--- src/rtl/puf_pkg.sv ---
// Shared types and width helpers for the PUF pair-distance scheduler.
package puf_pkg;

  typedef enum logic [1:0] {
    IDLE  = 2'd0,
    COUNT = 2'd1,
    EMIT  = 2'd2,
    FIN   = 2'd3
  } ham_state_e;

  function automatic int calc_dw(input int width);
    return $clog2(width + 1);
  endfunction

  function automatic int calc_npairs(input int num_resp);
    return num_resp * (num_resp - 1) / 2;
  endfunction

  function automatic int calc_sw(input int width, input int num_resp);
    return $clog2(calc_npairs(num_resp) * width + 1);
  endfunction

endpackage

--- src/rtl/puf_popcount.sv ---
// Combinational population count of an N-bit vector.
module puf_popcount #(
  parameter int N = 32,
  localparam int CW = $clog2(N + 1)
) (
  input  logic [N-1:0]  x,
  output logic [CW-1:0] cnt
);

  always_comb begin
    cnt = '0;
    for (int i = 0; i < N; i++) begin
      cnt = cnt + CW'(x[i]);
    end
  end

endmodule

--- src/rtl/puf_pair_scheduler.sv ---
// Buffers NUM_RESP PUF responses and streams the Hamming distance of every pair (a<b).
// Optional running sum/min/max statistics are compiled in with PUF_HAM_STATS_EN.
module puf_pair_scheduler import puf_pkg::*; #(
  parameter int WIDTH    = 128,
  parameter int NUM_RESP = 4,
  parameter int CHUNK    = 32,
  localparam int DW = calc_dw(WIDTH),
  localparam int SW = calc_sw(WIDTH, NUM_RESP),
  localparam int IW = $clog2(NUM_RESP)
) (
  input  logic             clk,
  input  logic             rst,
  input  logic             load_valid,
  output logic             load_ready,
  input  logic [WIDTH-1:0] load_data,
  input  logic             start,
  output logic             busy,
  output logic             done,
  output logic             res_valid,
  input  logic             res_ready,
  output logic [IW-1:0]    res_idx_a,
  output logic [IW-1:0]    res_idx_b,
  output logic [DW-1:0]    res_dist,
  output logic [SW-1:0]    sum_dist,
  output logic [DW-1:0]    min_dist,
  output logic [DW-1:0]    max_dist,
  output logic [1:0]       dbg_state
);

  localparam int CHUNKS = WIDTH / CHUNK;
  localparam int CW     = (CHUNKS > 1) ? $clog2(CHUNKS) : 1;
  localparam int PW     = $clog2(NUM_RESP + 1);
  localparam int PCW    = $clog2(CHUNK + 1);

  // Both handshakes: a transfer happens on a rising edge where valid and ready
  // are both high; res_* outputs are stable while res_valid waits for res_ready.

  ham_state_e       state, state_n;
  logic [PW-1:0]    wr_ptr, wr_ptr_n;
  logic [IW-1:0]    a, a_n, b, b_n;
  logic [CW-1:0]    chunk, chunk_n;
  logic [DW-1:0]    acc, acc_n;
  logic             start_q;
  logic [WIDTH-1:0] mem [NUM_RESP];

  logic [WIDTH-1:0] diff;
  logic [CHUNK-1:0] slice;
  logic [PCW-1:0]   pc;
  logic             full, hs, last_pair, last_chunk;

  assign full       = (wr_ptr == PW'(NUM_RESP));
  assign hs         = (state == EMIT) && res_ready;
  assign last_pair  = (a == IW'(NUM_RESP - 2)) && (b == IW'(NUM_RESP - 1));
  assign last_chunk = (chunk == CW'(CHUNKS - 1));
  assign diff       = mem[a] ^ mem[b];
  assign slice      = diff[int'(chunk) * CHUNK +: CHUNK];

  puf_popcount #(.N(CHUNK)) u_pop (
    .x   (slice),
    .cnt (pc)
  );

  // start is registered so a request is taken only when raised in IDLE with a full buffer
  always_ff @(posedge clk or posedge rst) begin
    if (rst) begin
      state   <= IDLE;
      wr_ptr  <= '0;
      a       <= '0;
      b       <= '0;
      chunk   <= '0;
      acc     <= '0;
      start_q <= 1'b0;
    end else begin
      state   <= state_n;
      wr_ptr  <= wr_ptr_n;
      a       <= a_n;
      b       <= b_n;
      chunk   <= chunk_n;
      acc     <= acc_n;
      start_q <= start && (state == IDLE) && full;
    end
  end

  always_ff @(posedge clk) begin
    if ((state == IDLE) && load_valid && load_ready) begin
      mem[wr_ptr[IW-1:0]] <= load_data;
    end
  end

  always_comb begin
    state_n    = state;
    wr_ptr_n   = wr_ptr;
    a_n        = a;
    b_n        = b;
    chunk_n    = chunk;
    acc_n      = acc;
    load_ready = 1'b0;
    busy       = 1'b1;
    done       = 1'b0;
    res_valid  = 1'b0;
    case (state)
      IDLE: begin
        busy       = 1'b0;
        load_ready = (wr_ptr < PW'(NUM_RESP));
        if (load_valid && load_ready) begin
          wr_ptr_n = wr_ptr + PW'(1);
        end
        if (start_q) begin
          a_n     = '0;
          b_n     = IW'(1);
          chunk_n = '0;
          acc_n   = '0;
          state_n = COUNT;
        end
      end
      COUNT: begin
        acc_n   = acc + DW'(pc);
        chunk_n = last_chunk ? '0 : chunk + CW'(1);
        if (last_chunk) begin
          state_n = EMIT;
        end
      end
      EMIT: begin
        res_valid = 1'b1;
        if (hs) begin
          chunk_n = '0;
          acc_n   = '0;
          if (last_pair) begin
            state_n = FIN;
          end else begin
            state_n = COUNT;
            if (b == IW'(NUM_RESP - 1)) begin
              a_n = a + IW'(1);
              b_n = a + IW'(2);
            end else begin
              b_n = b + IW'(1);
            end
          end
        end
      end
      FIN: begin
        done     = 1'b1;
        wr_ptr_n = '0;
        state_n  = IDLE;
      end
      default: state_n = IDLE;
    endcase
  end

  assign res_idx_a = res_valid ? a : '0;
  assign res_idx_b = res_valid ? b : '0;
  assign res_dist  = res_valid ? acc : '0;
  assign dbg_state = state;

`ifdef PUF_HAM_STATS_EN
  logic [SW-1:0] sum_q;
  logic [DW-1:0] min_q, max_q;
  logic [SW:0]   sum_ext;
  logic          stat_clr;

  assign sum_ext  = {1'b0, sum_q} + (SW + 1)'(acc);
  assign stat_clr = (state == IDLE) && start_q;

  always_ff @(posedge clk or posedge rst) begin
    if (rst) begin
      sum_q <= '0;
      min_q <= DW'(WIDTH);
      max_q <= '0;
    end else if (stat_clr) begin
      sum_q <= '0;
      min_q <= DW'(WIDTH);
      max_q <= '0;
    end else if (hs) begin
      sum_q <= sum_ext[SW] ? '1 : sum_ext[SW-1:0];
      if (acc < min_q) min_q <= acc;
      if (acc > max_q) max_q <= acc;
    end
  end

  assign sum_dist = sum_q;
  assign min_dist = min_q;
  assign max_dist = max_q;
`else
  assign sum_dist = '0;
  assign min_dist = '0;
  assign max_dist = '0;
`endif

endmodule

--- config.mk ---
export PLATFORM = sky130hd
export DESIGN_NAME = puf_pair_scheduler
export DESIGN_NICKNAME = d
export VERILOG_FILES = /design/src/rtl/puf_pkg.sv /design/src/rtl/puf_popcount.sv /design/src/rtl/puf_pair_scheduler.sv
export SDC_FILE = /design/constraint.sdc
export NUM_CORES = 1
export LEC_CHECK = 0
export ABC_AREA = 1
export BUFFER_PORTS_ARGS = -buffer_cell sky130_fd_sc_hd__buf_4
export CAP_MARGIN = 20
export CORE_MARGIN = 8
export CORE_UTILIZATION = 50
export CTS_CLUSTER_DIAMETER = 80
export CTS_CLUSTER_SIZE = 8
export DETAILED_ROUTE_END_ITERATION = 8
export HOLD_SLACK_MARGIN = 0.12
export PLACE_DENSITY_LB_ADDON = 0.1
export SLEW_MARGIN = 20
export SYNTH_ARGS = -nofsm -noshare
export SYNTH_HDL_FRONTEND = slang
export SYNTH_HIERARCHICAL = 1
export SYNTH_SLANG_ARGS = --single-unit
--- constraint.sdc ---
create_clock -name clk -period 6.4 [get_ports clk]
set_input_delay 1.28 -clock clk [delete_from_list [all_inputs] [get_ports clk]]
set_output_delay 1.28 -clock clk [all_outputs]
set_load 0.01 [all_outputs]
==> results of run 1 <==
worst max-delay path, delay by kind of cell (launching register included):
family | cells | cell delay, ps
adders and majority gates | 9 | 3670
buffers and inverters | 12 | 1160
AOI/OAI and AO/OA | 3 | 350
and+or+nand+nor | 13 | 890
DFF | 1 | 500
final cells by class:
type                       instances  area [um2]
fill                            5985       26470
multi-input combinational       3850       16490
sequential                       532       15890
timing repair buffer             450        4501
clock buffer                      93        2029
tap                              873        1092
inverter                         130       528.0
timing repair inverter             2       27.53
clock inverter                     2       13.76
stage by stage:
step | hold WS (ps) | utilization (%)
2_1_floorplan | 490.1 | -
3_3_place_gp | 514.4 | 55.72
3_5_place_dp | 523.0 | 55.72
4_1_cts | 533.8 | 59.69
5_1_grt | 567.6 | 60.52
6_report | 532.3 | 60.52
state kept, by name, indices dropped and copies added, names as in the netlist:
signal and cells:
chunk 2, start_q 1, b 2, dbg_state 2, wr_ptr 3, acc 8, a 2, mem 512
cells in the final DEF (no fill, tap or decap), types with 15 or more instances in the layout:
cell type	synthesis	final
nand3_2	0	44
buf_4	63	358
buf_12	0	52
fa_1	25	23
buf_6	6	19
ha_1	20	15
inv_1	126	116
nand3_1	690	643
o21ai_0	18	15
nand2_2	0	47
dfrtp_1	20	15
clkbuf_16	0	83
conb_1	1	26
nor2_1	31	26
nand2_1	3021	2969
edfxtp_1	512	512
logic make-up (layout without fill, tap and decap cells):
kind of cell	Yosys count	after routing	synth area share, %
AND/OR/NAND/NOR	3747	3747	44.22
flip-flops	532	532	46.98
buffers and inverters	414	677	6.057
adder cells (fa/ha/maj)	45	45	2.222
AO/OA/AOI/OAI	30	30	0.4591
XOR/XNOR	2	2	0.05185
other	1	26	0.01110
how the worst max path moves through the flow:
stage	endpoint	slack [ps]	depth (start not counted)
after floorplan	mem[0][0]	-950	2
after global placement	acc[7]	-270	33
after detailed placement	acc[5]	-330	31
after CTS	acc[7]	-290	35
after global routing	acc[7]	-540	37
final	acc[4]	-290	37
routing by layer:
| layer | vias up | track usage [%] | routed length (um) |
|---|---|---|---|
| li1 | 15830 | - | - |
| met1 | 14530 | 36.31 | 45020 |
| met2 | 1126 | 44.48 | 49410 |
| met3 | 193 | 4.385 | 7997 |
| met4 | 4 | 10.77 | 3610 |
| met5 | - | 0 | 18 |
what timing repair did:
item	4_1_cts	5_1_grt
hold buffers	0	0
pin swaps	31	61
gates resized for setup	75	105
endpoints found under the setup margin	6	7
gates cloned	8	5
endpoints found under the hold margin	0	0
setup buffers	14	7
==> metrics.csv, run 1 <==
metric,value,unit
status,"finished, violations left",
failing checks,"design-rule violations, negative setup slack",
Max Root-Sink Buffers,3,
root buf cell,clkbuf_16,
clk slew on worst S/H paths,50,ps
Synth area leader,edfxtp_1,
Synth top area share,45.50,%
PortBufs,150,
clk_skew,12.50,ps
"Data required, critical path",6920,ps
DP HPWL,70.05,mm
CTS buffer count,76,
die width,276.0,um
Post-synth EDFFs,512,
synth unique cells,24,
Main synth FF type,edfxtp_1,
mapped cell area,33790,um2
r2r worst-path depth,37,
Clock Sinks,532,
hold path cells,2,
"non-filler cells, final",5932,
clk_lat worst skew,600,ps
Async SR Flop Fraction,3.759,%
worst min path class,reg2reg,
post-synthesis sequential area ratio,46.98,%
GP Congestion,0.9044,
CP most frequent cell,fa_1,
commonest cells in the synthesized netlist,"3021 x nand2_1, 690 x nand3_1, 512 x edfxtp_1, 167 x buf_2, 126 x inv_1",
Rows,95,
"Max FO, Critical Path",7,
setup TNS,-1479,ps
period utilization,104.5,%
"reg-to-reg slack, setup",-290,ps
Hold EP,wr_ptr[2],
Initial Util,50.41,%
reg2reg end,acc[4],
antenna violations before repair,2,
Synth Register Bits,532,
final net count,5220,
CP max stage cell,fa_1,
worst-margin pin slew,1066,ps
slew margin rel.,28.92,%
first-pass GRT wire length,161.3,mm
YS warnings,6,
max-slew violation count,0,
Cells after Synth,4771,
die area,76160,um2
diode count,0,
Peak Freq,0.1495,GHz
CTS tree,built,
vias in the first global route,29420,
"top cells by area, synth","edfxtp_1 45%, nand2_1 34%, nand3_1 10%, buf_2 2.5%, dfrtp_1 1.5%",
WP data arrival,7210,ps
CP Launch Type,register,
GRT Overall Usage,27.27,%
Setup crit start,a[0],
Post-DRT Antenna Nets,0,
Vias/cell,5.342,
Die Y,276.0,um
Worst Hold Launch,wr_ptr[2],
TritonRoute pass-1 iters,9,
placed insts,5804,
total global routing overflow,0,
maxcap violations,0,
critical path start-end classification,reg2reg,
top-count cell post-synth,nand2_1,
final number of setup-violating endpoints,6,
Max stage delay on crit path,540,ps
WL/cell,17.88,um
Place WS,-328.0,ps
Final Hold Vio Count,0,
RSZ-0062 raised after global routing,yes,
final setup margin,-288.5,ps
largest net degree at the start of global routing,129,
Post-Route WL,106.1,mm
kind of end point of the critical path,register,
Final Critical Period,6688,ps
synthesis-to-layout area growth,20.06,%
Placed Area,37350,um2
Vias,31690,
Reg2Reg Launch Point,a[0],
drc violations,4,
First DRT Iteration DRCs,2935,
mean post-synth cell area,7.083,um2
layout cell share with drive strength beyond 1,13.26,%
core area,67040,um2
H-tree levels,3,
Post-Layout Inst Area,40570,um2
I/O pin total,177,
Power of run 1 is not shown: default switching activity piles up to over one toggle a cycle in this logic, so the estimate is an artifact.
==> run 2: changes to the inputs <==
==> constraint.sdc (replaced) <==
create_clock -name clk -period 7.8 [get_ports clk]
set_input_delay 0.39 -clock clk [delete_from_list [all_inputs] [get_ports clk]]
set_output_delay 0.39 -clock clk [all_outputs]
set_load 0.01 [all_outputs]
==> metrics.csv, run 2 (synthesis results as in run 1) <==
metric,value,unit,change
status,"finished, final reports clean",,"was finished, violations left"
setup TNS,0,ps,was -1479 ps
synthesis-to-layout area growth,15.35,%,was 20.06%
First DRT Iteration DRCs,2481,,was 2935
slew margin rel.,32.22,%,was 28.92%
TritonRoute pass-1 iters,6,,was 9
Final Hold Vio Count,0,,unchanged
drc violations,0,,was 4
final setup margin,562.6,ps,was -288.5 ps
maxcap violations,0,,unchanged
most frequent cells in the layout,"3021 x nand2_1, 690 x nand3_1, 512 x edfxtp_1, 198 x buf_4, 132 x dlygate4sd3_1",,"was 2969 x nand2_1, 643 x nand3_1, 512 x edfxtp_1, 358 x buf_4, 116 x inv_1"
Vias/cell,5.302,,was 5.342
Die Y,276.0,um,unchanged
Post-DRT Antenna Nets,0,,unchanged
die width,276.0,um,unchanged
root buf cell,clkbuf_16,,unchanged
WP data arrival,7730,ps,was 7210 ps
final number of setup-violating endpoints,0,,was 6
GRT Overall Usage,25.93,%,was 27.27%
diode count,0,,unchanged
r2r worst-path depth,35,,was 37
GP Congestion,0.8988,,was 0.9044
worst min path class,in2reg,,was reg2reg
Worst Path Buf+Inv,9,,was 12
kind of end point of the critical path,register,,unchanged
worst-margin pin slew,1017,ps,was 1066 ps
Final Critical Period,7237,ps,was 6688 ps
Min Hold Slack,532.2,ps,was 532.3 ps
"Data required, critical path",8290,ps,was 6920 ps
clk_skew,13.75,ps,was 12.50 ps
die area,76160,um2,unchanged
"Max FO, Critical Path",51,,was 7
CTS tree,built,,unchanged
critical path start-end classification,reg2reg,,unchanged
Max stage delay on crit path,540,ps,about the same
Max Root-Sink Buffers,3,,unchanged
"Largest delay share family, worst path",adder cells,,unchanged
reg2reg end,acc[7],,was acc[4]
PortBufs,150,,unchanged
Clock Sinks,532,,unchanged
final core utilization,58.15,%,was 60.52%
Vias,31010,,was 31690
Hold EP,mem[3][19],,was wr_ptr[2]
antenna violations before repair,0,,was 2
clk_lat worst skew,610,ps,was 600 ps
CP most frequent cell,nand2_1,,was fa_1
FILL cells,6085,,was 5985
RSZ-0062 raised after global routing,no,,was yes
"reg-to-reg slack, setup",560,ps,was -290 ps
layout cell share with drive strength beyond 1,6.533,%,was 13.26%
I/O pin total,177,,unchanged
core area,67040,um2,unchanged
Worst Hold Launch,load_data[19],,was wr_ptr[2]
Reg2Reg Launch Point,a[0],,unchanged
max FFs per register,512,,unchanged
"most common cell after layout, fill and taps aside",nand2_1,,unchanged
WL/cell,17.07,um,was 17.88 um
H-tree levels,3,,unchanged
CP Launch Type,register,,unchanged
final net count,5126,,was 5220
total global routing overflow,0,,unchanged
Post-Route WL,99.83,mm,was 106.1 mm
period utilization,92.79,%,was 104.5%
max-slew violation count,0,,unchanged
first-pass GRT wire length,154.9,mm,was 161.3 mm
Initial Util,50.41,%,unchanged
DP HPWL,62.60,mm,was 70.05 mm
Place WS,629.5,ps,was -328.0 ps
Peak Freq,0.1382,GHz,was 0.1495 GHz
largest net degree at the start of global routing,132,,was 129
hold path cells,2,,unchanged
Rows,95,,unchanged
CP max stage cell,dfrtp_4,,was fa_1
vias in the first global route,28560,,was 29420
multi-input logic area,15990,um2,was 16490 um2
CTS buffer count,76,,unchanged
clk slew on worst S/H paths,50,ps,about the same
area occupied by registers,15890,um2,unchanged
==> run 2: cell count changes in the layout (fill, tap and decap cells not counted), moves of 44 or more <==
cell           change
dlygate4sd3_1    +132
buf_4            -160
nand3_1           +47
nand3_2           -44
nand2_1           +52
nand2_2           -47
==> run 2: metrics by stage <==
step                area (um2)  std cells
global placement         35540       5611
CTS                      38980       5848
finish                   38980       5848
global route             38980       5848
detailed placement       35540       5611
floorplan                33890       4796
==> run 2: what timing repair did <==
item                      CTS  global route
hold endpoints to repair  535             0
buffers inserted            0             0
hold buffers              132             0
gates resized for setup     0             0
==> run 2: layout make-up <==
type	instances	share of cell area, %
Clock buffer	103	5.412
Clock inverter	2	0.01926
Inverter	130	1.329
Multi-Input combinational cell	3850	41.03
Sequential cell	532	40.77
Tap cell	873	2.802
Timing Repair Buffer	358	8.641
==> run 2: how the worst max path moves through the flow <==
stage	from	to	slack, ps	cells past startpoint
final	a[0]	acc[7]	560	35
after global routing	a[0]	acc[7]	100	34
after CTS	a[0]	acc[7]	610	34
after detailed placement	a[0]	acc[7]	630	34
after global placement	a[0]	acc[7]	680	34
after floorplan	dbg_state[0]	mem[3][0]	710	5
==> run 2: layer usage <==
layer | global-route usage (%) | share of wire, % | up-vias
met5 | 0 | 0 | -
met4 | 10.33 | 3.4 | 0
met3 | 3.030 | 6.1 | 185
met2 | 42.88 | 46 | 1030
met1 | 34.73 | 44 | 14160
li1 | - | - | 15630
Power of run 2 is left out for the same reason.
